==> config.mk <==
export PLATFORM = sky130hd
export DESIGN_NAME = display_scanout
export DESIGN_NICKNAME = d
export VERILOG_FILES = /design/src/rtl/video_mode_pkg.sv /design/src/rtl/video_timing.sv /design/src/rtl/display_scanout.sv
export SDC_FILE = /design/constraint.sdc
export NUM_CORES = 1
export LEC_CHECK = 0
export CORE_MARGIN = 3
export CORE_UTILIZATION = 45
export DETAILED_ROUTE_END_ITERATION = 6
export PLACE_DENSITY = 0.67
export SYNTH_ARGS = -nofsm -noshare
export SYNTH_HDL_FRONTEND = slang
export SYNTH_SLANG_ARGS = --single-unit
==> constraint.sdc <==
create_clock -name clk -period 2.6 [get_ports clk]
set_input_delay 0.52 -clock clk [delete_from_list [all_inputs] [get_ports clk]]
set_output_delay 0.52 -clock clk [all_outputs]
set_load 0.005 [all_outputs]
==> src/rtl/video_mode_pkg.sv <==
// Video timing modes, pipeline control types and scan-out geometry helpers.
package video_mode_pkg;

  typedef enum logic [1:0] {
    VMODE_640x480p60,
    VMODE_800x600p60,
    VMODE_TEST
  } video_mode_t;

  typedef struct packed {
    int unsigned h_res;
    int unsigned h_fp;
    int unsigned h_sync;
    int unsigned h_bp;
    int unsigned v_res;
    int unsigned v_fp;
    int unsigned v_sync;
    int unsigned v_bp;
    logic        hsync_pos;  // 1: the sync pulse drives the pin high
    logic        vsync_pos;
  } video_timing_t;

  // Control bits that travel alongside a pixel through the read pipeline.
  // All-zero is a blank pixel with both syncs inactive.
  typedef struct packed {
    logic hsync_on;
    logic vsync_on;
    logic active;
    logic first;
  } pix_ctrl_t;

  function automatic video_timing_t mode_timing(video_mode_t mode);
    video_timing_t t;
    case (mode)
      VMODE_800x600p60: t = '{h_res: 800, h_fp: 40, h_sync: 128, h_bp: 88,
                              v_res: 600, v_fp: 1, v_sync: 4, v_bp: 23,
                              hsync_pos: 1'b1, vsync_pos: 1'b1};
      VMODE_TEST:       t = '{h_res: 8, h_fp: 2, h_sync: 2, h_bp: 2,
                              v_res: 4, v_fp: 1, v_sync: 1, v_bp: 1,
                              hsync_pos: 1'b0, vsync_pos: 1'b0};
      default:          t = '{h_res: 640, h_fp: 16, h_sync: 96, h_bp: 48,
                              v_res: 480, v_fp: 10, v_sync: 2, v_bp: 33,
                              hsync_pos: 1'b0, vsync_pos: 1'b0};
    endcase
    return t;
  endfunction

  function automatic int unsigned h_total(video_timing_t t);
    return t.h_res + t.h_fp + t.h_sync + t.h_bp;
  endfunction

  function automatic int unsigned v_total(video_timing_t t);
    return t.v_res + t.v_fp + t.v_sync + t.v_bp;
  endfunction

  function automatic int unsigned fb_width(video_timing_t t, int unsigned scale);
    return t.h_res / scale;
  endfunction

  function automatic int unsigned fb_height(video_timing_t t, int unsigned scale);
    return t.v_res / scale;
  endfunction

endpackage

==> src/rtl/video_timing.sv <==
// Raster counters plus sync, active-region and frame-boundary decode.
module video_timing
  import video_mode_pkg::*;
#(
  parameter video_mode_t VIDEO_MODE = VMODE_640x480p60
) (
  input  logic clk,
  input  logic rstn,
  output logic pix_valid,
  output logic hsync_on,
  output logic vsync_on,
  output logic active,
  output logic first_pixel,
  output logic line_end,
  output logic frame_end
);

  localparam video_timing_t T = mode_timing(VIDEO_MODE);
  localparam int unsigned H_TOTAL  = h_total(T);
  localparam int unsigned V_TOTAL  = v_total(T);
  localparam int unsigned XW       = (H_TOTAL > 1) ? $clog2(H_TOTAL) : 1;
  localparam int unsigned YW       = (V_TOTAL > 1) ? $clog2(V_TOTAL) : 1;
  // One spare bit so bounds equal to the total still compare correctly.
  localparam int unsigned XEW      = XW + 1;
  localparam int unsigned YEW      = YW + 1;
  localparam int unsigned H_RES    = T.h_res;
  localparam int unsigned V_RES    = T.v_res;
  localparam int unsigned HS_START = T.h_res + T.h_fp;
  localparam int unsigned HS_END   = HS_START + T.h_sync;
  localparam int unsigned VS_START = T.v_res + T.v_fp;
  localparam int unsigned VS_END   = VS_START + T.v_sync;

  logic [XW-1:0] x_q, x_d;
  logic [YW-1:0] y_q, y_d;
  logic [XEW-1:0] x_ext;
  logic [YEW-1:0] y_ext;
  // Low for the first edge after reset release so the scan starts at (0,0) there.
  logic run_q;

  assign x_ext     = {1'b0, x_q};
  assign y_ext     = {1'b0, y_q};
  assign pix_valid = run_q;

  // Decode of the current counter position.
  always_comb begin
    line_end    = (x_q == XW'(H_TOTAL - 1));
    frame_end   = line_end && (y_q == YW'(V_TOTAL - 1));
    first_pixel = (x_q == '0) && (y_q == '0);
    hsync_on    = (x_ext >= XEW'(HS_START)) && (x_ext < XEW'(HS_END));
    vsync_on    = (y_ext >= YEW'(VS_START)) && (y_ext < YEW'(VS_END));
    active      = (x_ext < XEW'(H_RES)) && (y_ext < YEW'(V_RES));
  end

  // Next raster position: x wraps into a y step, y wraps at the frame end.
  always_comb begin
    x_d = x_q + XW'(1);
    y_d = y_q;
    if (line_end) begin
      x_d = '0;
      y_d = frame_end ? '0 : y_q + YW'(1);
    end
  end

  // Counter state.
  always_ff @(posedge clk) begin
    if (!rstn) begin
      x_q   <= '0;
      y_q   <= '0;
      run_q <= 1'b0;
    end else begin
      run_q <= 1'b1;
      if (run_q) begin
        x_q <= x_d;
        y_q <= y_d;
      end
    end
  end

endmodule

==> src/rtl/display_scanout.sv <==
// Double-buffered framebuffer scan-out with integer upscaling and a
// latency-matched sync/colour pipeline.
module display_scanout
  import video_mode_pkg::*;
#(
  parameter video_mode_t VIDEO_MODE   = VMODE_640x480p60,
  parameter int          SCALE        = 1,
  parameter int          COLOR_BITS   = 4,
  parameter int          ADDR_WIDTH   = 32,
  parameter int          READ_LATENCY = 1
) (
  input  logic                    clk,
  input  logic                    rstn,
  input  logic                    swap_req,
  output logic                    swap_ack,
  output logic                    active_buffer,
  output logic                    fb_rd_en,
  output logic [ADDR_WIDTH-1:0]   fb_addr,
  input  logic [3*COLOR_BITS-1:0] fb_data,
  output logic                    vga_hsync,
  output logic                    vga_vsync,
  output logic [COLOR_BITS-1:0]   vga_red,
  output logic [COLOR_BITS-1:0]   vga_green,
  output logic [COLOR_BITS-1:0]   vga_blue,
  output logic                    frame_start
);

  localparam video_timing_t T = mode_timing(VIDEO_MODE);
  localparam int unsigned H_RES     = T.h_res;
  localparam int unsigned V_RES     = T.v_res;
  localparam int unsigned FB_W      = fb_width(T, SCALE);
  localparam int unsigned FB_H      = fb_height(T, SCALE);
  localparam int unsigned BUF_WORDS = FB_W * FB_H;
  localparam longint unsigned NEED_WORDS = 2 * longint'(BUF_WORDS);
  localparam logic HS_POS = T.hsync_pos;
  localparam logic VS_POS = T.vsync_pos;

  if (SCALE < 1 || SCALE > 4) begin : g_bad_scale
    $error("display_scanout: SCALE must be in 1..4");
  end
  if (READ_LATENCY < 1 || READ_LATENCY > 4) begin : g_bad_latency
    $error("display_scanout: READ_LATENCY must be in 1..4");
  end
  if ((H_RES % SCALE) != 0 || (V_RES % SCALE) != 0) begin : g_bad_res
    $error("display_scanout: resolution not divisible by SCALE");
  end
  if ((ADDR_WIDTH < 64) && (NEED_WORDS > (64'd1 << ADDR_WIDTH))) begin : g_bad_addr
    $error("display_scanout: two buffers do not fit in ADDR_WIDTH");
  end

  logic pix_valid, tim_hsync, tim_vsync, tim_active, tim_first, line_end, frame_end;

  video_timing #(
    .VIDEO_MODE (VIDEO_MODE)
  ) u_timing (
    .clk         (clk),
    .rstn        (rstn),
    .pix_valid   (pix_valid),
    .hsync_on    (tim_hsync),
    .vsync_on    (tim_vsync),
    .active      (tim_active),
    .first_pixel (tim_first),
    .line_end    (line_end),
    .frame_end   (frame_end)
  );

  // Source-pixel tracking: sub-counters step the source column/line every
  // SCALE pixels, and the line base accumulates FB_W per source line.
  logic [1:0]            sub_x_q, sub_x_d, sub_y_q, sub_y_d;
  logic [ADDR_WIDTH-1:0] src_x_q, src_x_d, line_base_q, line_base_d;
  logic                  active_buffer_q, active_buffer_d;
  logic                  swap_ack_q, swap_ack_d;
  logic                  fb_rd_en_q;
  logic [ADDR_WIDTH-1:0] fb_addr_q, pix_addr, buf_base;
  logic                  fetch, swap_sample;

  // Next source position, mirrored from the raster counter advance.
  always_comb begin
    sub_x_d     = sub_x_q;
    src_x_d     = src_x_q;
    sub_y_d     = sub_y_q;
    line_base_d = line_base_q;
    if (pix_valid) begin
      if (line_end) begin
        sub_x_d = '0;
        src_x_d = '0;
        if (frame_end) begin
          sub_y_d     = '0;
          line_base_d = '0;
        end else if (sub_y_q == 2'(SCALE - 1)) begin
          sub_y_d     = '0;
          line_base_d = line_base_q + ADDR_WIDTH'(FB_W);
        end else begin
          sub_y_d = sub_y_q + 2'd1;
        end
      end else if (sub_x_q == 2'(SCALE - 1)) begin
        sub_x_d = '0;
        src_x_d = src_x_q + ADDR_WIDTH'(1);
      end else begin
        sub_x_d = sub_x_q + 2'd1;
      end
    end
  end

  // Buffer flip is decided only on the last pixel of a frame.
  always_comb begin
    swap_sample     = pix_valid && frame_end;
    swap_ack_d      = swap_sample && swap_req;
    active_buffer_d = active_buffer_q ^ swap_ack_d;
    buf_base        = active_buffer_q ? ADDR_WIDTH'(BUF_WORDS) : '0;
    pix_addr        = buf_base + line_base_q + src_x_q;
    fetch           = pix_valid && tim_active;
  end

  // Source tracking, buffer select and framebuffer request registers.
  always_ff @(posedge clk) begin
    if (!rstn) begin
      sub_x_q         <= '0;
      src_x_q         <= '0;
      sub_y_q         <= '0;
      line_base_q     <= '0;
      active_buffer_q <= 1'b0;
      swap_ack_q      <= 1'b0;
      fb_rd_en_q      <= 1'b0;
      fb_addr_q       <= '0;
    end else begin
      sub_x_q         <= sub_x_d;
      src_x_q         <= src_x_d;
      sub_y_q         <= sub_y_d;
      line_base_q     <= line_base_d;
      active_buffer_q <= active_buffer_d;
      swap_ack_q      <= swap_ack_d;
      fb_rd_en_q      <= fetch;
      if (fetch) begin
        fb_addr_q <= pix_addr;
      end
    end
  end

  // Control pipeline: stage 0 lines up with the read request, stage
  // READ_LATENCY with the returned data.
  pix_ctrl_t ctrl_in, ctrl_out;
  pix_ctrl_t ctrl_q [0:READ_LATENCY];

  // Blank control word unless the counter position is live.
  always_comb begin
    ctrl_in = '0;
    if (pix_valid) begin
      ctrl_in.hsync_on = tim_hsync;
      ctrl_in.vsync_on = tim_vsync;
      ctrl_in.active   = tim_active;
      ctrl_in.first    = tim_first;
    end
    ctrl_out = ctrl_q[READ_LATENCY];
  end

  // Delay line matching the framebuffer read latency.
  always_ff @(posedge clk) begin
    if (!rstn) begin
      for (int i = 0; i <= READ_LATENCY; i++) begin
        ctrl_q[i] <= '0;
      end
    end else begin
      ctrl_q[0] <= ctrl_in;
      for (int i = 1; i <= READ_LATENCY; i++) begin
        ctrl_q[i] <= ctrl_q[i-1];
      end
    end
  end

  logic                  hsync_q, vsync_q, frame_start_q;
  logic [COLOR_BITS-1:0] red_q, green_q, blue_q;

  // Output pin registers; colour is forced to zero outside the active region.
  always_ff @(posedge clk) begin
    if (!rstn) begin
      hsync_q       <= ~HS_POS;
      vsync_q       <= ~VS_POS;
      red_q         <= '0;
      green_q       <= '0;
      blue_q        <= '0;
      frame_start_q <= 1'b0;
    end else begin
      hsync_q       <= ctrl_out.hsync_on ^ ~HS_POS;
      vsync_q       <= ctrl_out.vsync_on ^ ~VS_POS;
      frame_start_q <= ctrl_out.first;
      if (ctrl_out.active) begin
        red_q   <= fb_data[COLOR_BITS-1:0];
        green_q <= fb_data[2*COLOR_BITS-1:COLOR_BITS];
        blue_q  <= fb_data[3*COLOR_BITS-1:2*COLOR_BITS];
      end else begin
        red_q   <= '0;
        green_q <= '0;
        blue_q  <= '0;
      end
    end
  end

  assign swap_ack      = swap_ack_q;
  assign active_buffer = active_buffer_q;
  assign fb_rd_en      = fb_rd_en_q;
  assign fb_addr       = fb_addr_q;
  assign vga_hsync     = hsync_q;
  assign vga_vsync     = vsync_q;
  assign vga_red       = red_q;
  assign vga_green     = green_q;
  assign vga_blue      = blue_q;
  assign frame_start   = frame_start_q;

endmodule
== Yosys cells after proc, flatten, opt, wreduce, memory -nomap -nowiden ==
Memory sizes are Yosys's and may differ from the RTL's.
Cells that the tools add are included.
Widths: inputs -> output; s select.

* Memory bits (writable): 8
* Register bits: 139
* Memories: 1
* Word-level logic and storage cells: 73
* Input port bits: 15

{| class="wikitable"
|+ Memory list
! memory !! depth !! bits a word !! rd ports !! clocked after Yosys merged registers in !! write ports !! RTL line !! RTL
|-
| ctrl_q || 2 || 4 || 2 || 0 || 2 || display_scanout.sv:143 || <nowiki>pix_ctrl_t ctrl_q [0:READ_LATENCY];</nowiki>
|}

* Magnitude comparators: 6
* Reduce and logical (&&, ||, !) cells: 18
* Mux-type cells: 16
* Bitwise gates (word level): 5
* $add $sub $neg: 8
* Eq/ne operators: 2

{| class="wikitable"
|+ Operators with widths
! kind !! count
|-
| $mux 32 || 4
|-
| $add 19x32->32 || 1
|-
| $add 32x1->32 const B || 1
|-
| $add 32x10->32 const B || 1
|-
| $add 32x32->32 || 1
|-
| $add 10x1->10 const B || 2
|-
| $eq 10x10->1 const B || 2
|-
| $logic_not 10->1 || 2
|-
| $lt 10x10->1 const B || 2
|-
| $lt 10x9->1 const B || 2
|-
| $mux 10 || 2
|-
| $mux 19 || 1
|-
| $mux 4 || 3
|-
| $ge 10x10->1 const B || 1
|-
| $ge 10x9->1 const B || 1
|-
| $logic_and 1x1->1 || 8
|-
| $mux 2 || 4
|-
| $reduce_and 2->1 || 3
|-
| $add 2x1->2 const B || 2
|-
| $logic_not 2->1 || 2
|-
| $reduce_bool 2->1 || 2
|-
| $reduce_and 3->1 || 1
|-
| $mux 1 || 2
|-
| $not 1->1 || 2
|-
| other kinds (2) || 3
|}

== Logic depth before layout (Yosys ltp) ==
* Word-level depth: 5
* Depth in mapped cells: 12
* Depth with buffers taken out: 11

== Hierarchy ==
From an unflattened synthesis, not the netlist that was laid out.

* Cells, all modules: 881
* Area, all modules: 7622.3 um^2

{| class="wikitable"
|+ By module, submodules not included
! module !! seq. area each (um^2) !! cells an instance !! area an instance (um^2) !! instances
|-
| display_scanout || 2382.3 || 747 || 6416.2 || 1
|-
| video_timing || 420.4 || 134 || 1206.2 || 1
|}

== Least setup slack after synthesis ==
Ideal clock, no wire load.

* Kind: register to register
* Start point: register active_buffer_q, in the netlist active_buffer
* End point: register fb_addr_q[30], in the netlist fb_addr[30]
* Stages on the path, launching flop included: 13
* Setup slack: -0.294 ns
* Setup time: 0.062 ns
* Data required time: 2.538 ns
* Arrival time: 2.832 ns
* Path buffers: 1
* Clock period less this slack: 2.894 ns
* Cell sequence: dfxtp_1 > inv_1 > fa_1 > inv_1 > ha_1 > clkbuf_1 > a21oi_1 > o21a_1 > or3_1 > nand3_1 > a41oi_1 > or4_1 > nand3_1

* Longest elaborated chain between the ends: 3

{| class="wikitable"
|+ RTL lines
! element !! RTL line !! RTL
|-
| start, declared || display_scanout.sv:71 || <nowiki>logic active_buffer_q, active_buffer_d;</nowiki>
|-
| start signal, assigned || display_scanout.sv:131 || <nowiki>active_buffer_q <= active_buffer_d;</nowiki>
|-
| $mux 19 || display_scanout.sv:110 || <nowiki>buf_base = active_buffer_q ? ADDR_WIDTH'(BUF_WORDS) : '0;</nowiki>
|-
| $add 19x32->32 || display_scanout.sv:111 || <nowiki>pix_addr = buf_base + line_base_q + src_x_q;</nowiki>
|-
| $add 32x32->32 || display_scanout.sv:111 ||
|-
| end signal, assigned || display_scanout.sv:135 || <nowiki>fb_addr_q <= pix_addr;</nowiki>
|-
| end, declared || display_scanout.sv:74 || <nowiki>logic [ADDR_WIDTH-1:0] fb_addr_q, pix_addr, buf_base;</nowiki>
|}

No other way between the ends.
A chain may end at the register's enable or synchronous reset.

== Worst setup path after layout ==
* Start point: register active_buffer_q, in the netlist active_buffer
* End point: register fb_addr_q[28], in the netlist fb_addr[28]

The elaborated chain is that of the path after synthesis.

==> results.yml <==
status:
  status: "complete, but fails checks"
  violations: "setup timing"
route:
  final_antenna_net_count: 0
  detailed_route_wire_length_on_metal_1_mm: 8.91
  vias_per_cell: 5.26
  dr_drc_count: 0
  drt-wirelength-per-cell_um: 14.1
  dr_wl_met2_mm: 7.44
  top_layer: "met4"
  first_pass_iters: 5
  num_vias: 6506
  wl_met3_um: 803
  detail_route.iter0.violations: 504
  detail_route.wirelength_mm: 17.5
synthesis:
  yosysTopAreaCell: "sky130_fd_sc_hd__dfxtp_1"
  synth_area_leaders: "sky130_fd_sc_hd__dfxtp_1 (38%), sky130_fd_sc_hd__ha_1 (9.3%), sky130_fd_sc_hd__xor2_1 (5.1%)"
  synthDominantCellAreaShare: 0.378
  synthesis.area_per_instance_um2: 8.41
  synthDistinctLibCells: 63
  synth_area_mm2: 0.00741
  yosysWarningCount: 0
  postSynth.topFlopCell: "sky130_fd_sc_hd__dfxtp_1"
  synth-seq-cells: 140
  synth_enable_flop_cells: 0
  async_reset_ff_frac: 0
  syn_inst: 882
  seq_area_frac_synth: 0.378
  synthesis.nets: 956
grt:
  grt_max_degree: 37
  grt_antenna_before_repair: 0
  gr_overflow_total: 0
  vias_in_the_first_global_route: 6039
  grt_use_total: 0.201
  grt_first_pass_wirelength_mm: 29.9
timing:
  fin_setup_tns_ns: -0.330
  setup_ws_ns: -0.0973
  drv_slew: 0
  timing.slew.headroom: 0.422
  finalWorstPathRequiredPeriod_ns: 2.70
  clock.fmax_mhz: 371
  hold_ws_ns: 0.371
  final-hold-violation-count: 0
  final_period_util: 1.04
  worstMarginPinSlew_ns: 0.856
  grt_setup_unrepaired: "true"
  setup-violations-final: 6
  timing.clock.skew_ns: 0.00937
layout:
  multi_input_comb_area_mm2: 0.00446
  ff_latch_area_mm2: 0.00281
  finish.utilization: 0.595
  fillCellCount: 1427
  final_cell_count_no_fill: 1237
  layout-drive-gt1-share: 0.152
  area_growth_syn_to_layout_pct: 28.4
  diodes: 0
  final_nets: 1082
power:
  static_leak_uw: 0.00396
  post-layout-total-power_uw: 4650
  internal_power_uw: 3590
  worst_vdd_ir_mv: 0.449
  comb_power_share: 0.036
  share_of_total_power_consumed_by_net_switching: 0.228
  seqPwrFrac: 0.469
  cellPowerDensity_mw_per_mm2: 488
  p_clk_frac: 0.494
  netSwitchingPower_uw: 1060
clock_network:
  clk_path_buf_depth: 2
  cts_sinks: 140
  path_clk_slew_ns: 0.06
  cts_hold_buffers: 0
  clk-insertion-delay-late_ns: 0.42
  htree_num_levels: 4
  clock_tree_from_tritoncts: "done"
  cts_buffers: 17
  clock-root-buffer: "sky130_fd_sc_hd__clkbuf_16"
hold_path:
  min_path_type: "flop to flop"
critical_path:
  startpoint_type: "flop"
  worst-path-max-fanout: 6
  worst_setup_path_end_kind: "flop"
  timing.setup.critical_path_class: "flop to flop"
  worst-endpoint-required_ns: 2.90
  worst_ep_arrival_time_ns: 3.00
placed_design:
  dp_hpwl_mm: 12.9
  place_congestion: 0.905
  port_buffer_count: 64
  numPlacedInstances: 1198
floorplan:
  initial_utilization: 0.463
  die_area_mm2: 0.0181
  ios: 65
  floorplan.die.height_um: 134
  die-width_um: 134
  rows: 46
  placeableCoreArea_mm2: 0.0160
flow_run:
  cap_violations: 0
[cell families (layout without fill, tap and decap cells)]
group	Yosys count	after routing	share of synthesized area
compound gates	166	166	0.139
xor+xnor	71	71	0.0839
fa+ha+maj	59	59	0.104
buf+inv	75	214	0.0410
flops	140	140	0.378
mux	3	3	0.00405
other cells	1	1	0.000506
simple gates	367	367	0.250
[metrics by stage]
stage               setup slack (ns)  area [µm²]
finish                       -0.0973        9520
global route                  -0.185        9520
CTS                          -0.0402        9440
detailed placement            -0.133        8780
global placement             -0.0948        8780
floorplan                    -0.0509        7470
[sequential cells by signal (all words and copies together) (netlist names), 4 cells and up]
name and count:
vga_red 4, u_timing.x_q 10, u_timing.y_q 10, vga_green 4, src_x_q 32, ctrl_q 8, fb_addr 32, vga_blue 4
line_base_q 25
[repair_timing]
item / in CTS / in global routing
gates resized for setup: 15 / 17
setup endpoints to repair: 13 / 17
pin swaps: 9 / 6
cloned: 0 / 0
buffers inserted: 4 / 3
[final cells by class]
class | instances | share of cell area
Sequential cell | 140 | 0.295
Clock buffer | 20 | 0.0469
Inverter | 38 | 0.0152
Tap cell | 216 | 0.0284
Multi-Input combinational cell | 667 | 0.469
Timing Repair Buffer | 144 | 0.134
Clock inverter | 12 | 0.0121
[cell usage in the layout (no fill, tap or decap), types with 17 or more instances in the layout]
cell type / instances
sky130_fd_sc_hd__dfxtp_1: 139
sky130_fd_sc_hd__nor2_1: 94
sky130_fd_sc_hd__nand2_1: 93
sky130_fd_sc_hd__buf_4: 76
sky130_fd_sc_hd__clkdlybuf4s50_1: 64
sky130_fd_sc_hd__a21oi_1: 57
sky130_fd_sc_hd__ha_1: 52
sky130_fd_sc_hd__xor2_1: 43
sky130_fd_sc_hd__nand4_1: 37
sky130_fd_sc_hd__inv_1: 35
sky130_fd_sc_hd__nand3_1: 33
sky130_fd_sc_hd__o21ai_0: 33
sky130_fd_sc_hd__xnor2_1: 28
sky130_fd_sc_hd__and3_1: 23
sky130_fd_sc_hd__or3_1: 17
sky130_fd_sc_hd__clkbuf_16: 17
[routing by layer]
layer	GRT usage	vias up
li1	-	3369
met1	0.289	2961
met2	0.299	148
met3	0.0428	28
met4	0.0713	0
met5	0	-
[critical path, cell delays in order (launching register included)]
cell	delay [ns]
sky130_fd_sc_hd__dfxtp_4	0.36
sky130_fd_sc_hd__inv_4	0.05
sky130_fd_sc_hd__fa_1	0.54
sky130_fd_sc_hd__inv_2	0.05
sky130_fd_sc_hd__ha_4	0.24
sky130_fd_sc_hd__and4_1	0.24
sky130_fd_sc_hd__o41ai_2	0.41
sky130_fd_sc_hd__a21oi_2	0.15
sky130_fd_sc_hd__a31oi_1	0.26
sky130_fd_sc_hd__xor2_1	0.20
sky130_fd_sc_hd__o21ai_0	0.09
[final timing paths]
kind / from / to / slack [ns] / cells past startpoint
worst max-delay path: active_buffer / fb_addr[28] / -0.1 / 10
worst min-delay path: ctrl_q[0][7] / vga_hsync / 0.37 / 1
worst max register to register: active_buffer / fb_addr[28] / -0.1 / 10
worst min register to register: ctrl_q[0][7] / vga_hsync / 0.37 / 1
[cell usage after synthesis, types with 4 or more instances]
cell,instances
sky130_fd_sc_hd__o21a_1,6
sky130_fd_sc_hd__xnor2_1,28
sky130_fd_sc_hd__o211ai_1,6
sky130_fd_sc_hd__a211oi_1,6
sky130_fd_sc_hd__nand2b_1,4
sky130_fd_sc_hd__nor3_1,16
sky130_fd_sc_hd__a21o_1,11
sky130_fd_sc_hd__dfxtp_1,140
sky130_fd_sc_hd__or3_1,18
sky130_fd_sc_hd__nand4_1,37
sky130_fd_sc_hd__xor2_1,43
sky130_fd_sc_hd__and2_1,10
sky130_fd_sc_hd__buf_2,4
sky130_fd_sc_hd__inv_1,38
sky130_fd_sc_hd__or4_1,7
sky130_fd_sc_hd__o21ai_0,43
sky130_fd_sc_hd__ha_1,55
sky130_fd_sc_hd__nor2b_1,5
sky130_fd_sc_hd__clkbuf_1,30
sky130_fd_sc_hd__nor2_1,95
sky130_fd_sc_hd__nand2_1,94
sky130_fd_sc_hd__a21oi_1,63
sky130_fd_sc_hd__nor4_1,4
sky130_fd_sc_hd__nand3_1,34
sky130_fd_sc_hd__and3_1,23
sky130_fd_sc_hd__fa_1,4
[power by group through the flow]
stage | logic, µW | clock network, µW | registers, µW
6_report | 169 | 2300 | 2180
2_1_floorplan | 90.2 | 0 | 2230
5_1_grt | 186 | 2440 | 2180
3_5_place_dp | 169 | 0 | 2230
3_3_place_gp | 169 | 0 | 2230
4_1_cts | 170 | 2340 | 2180
Note: power is estimated with default switching activity, not from simulation.
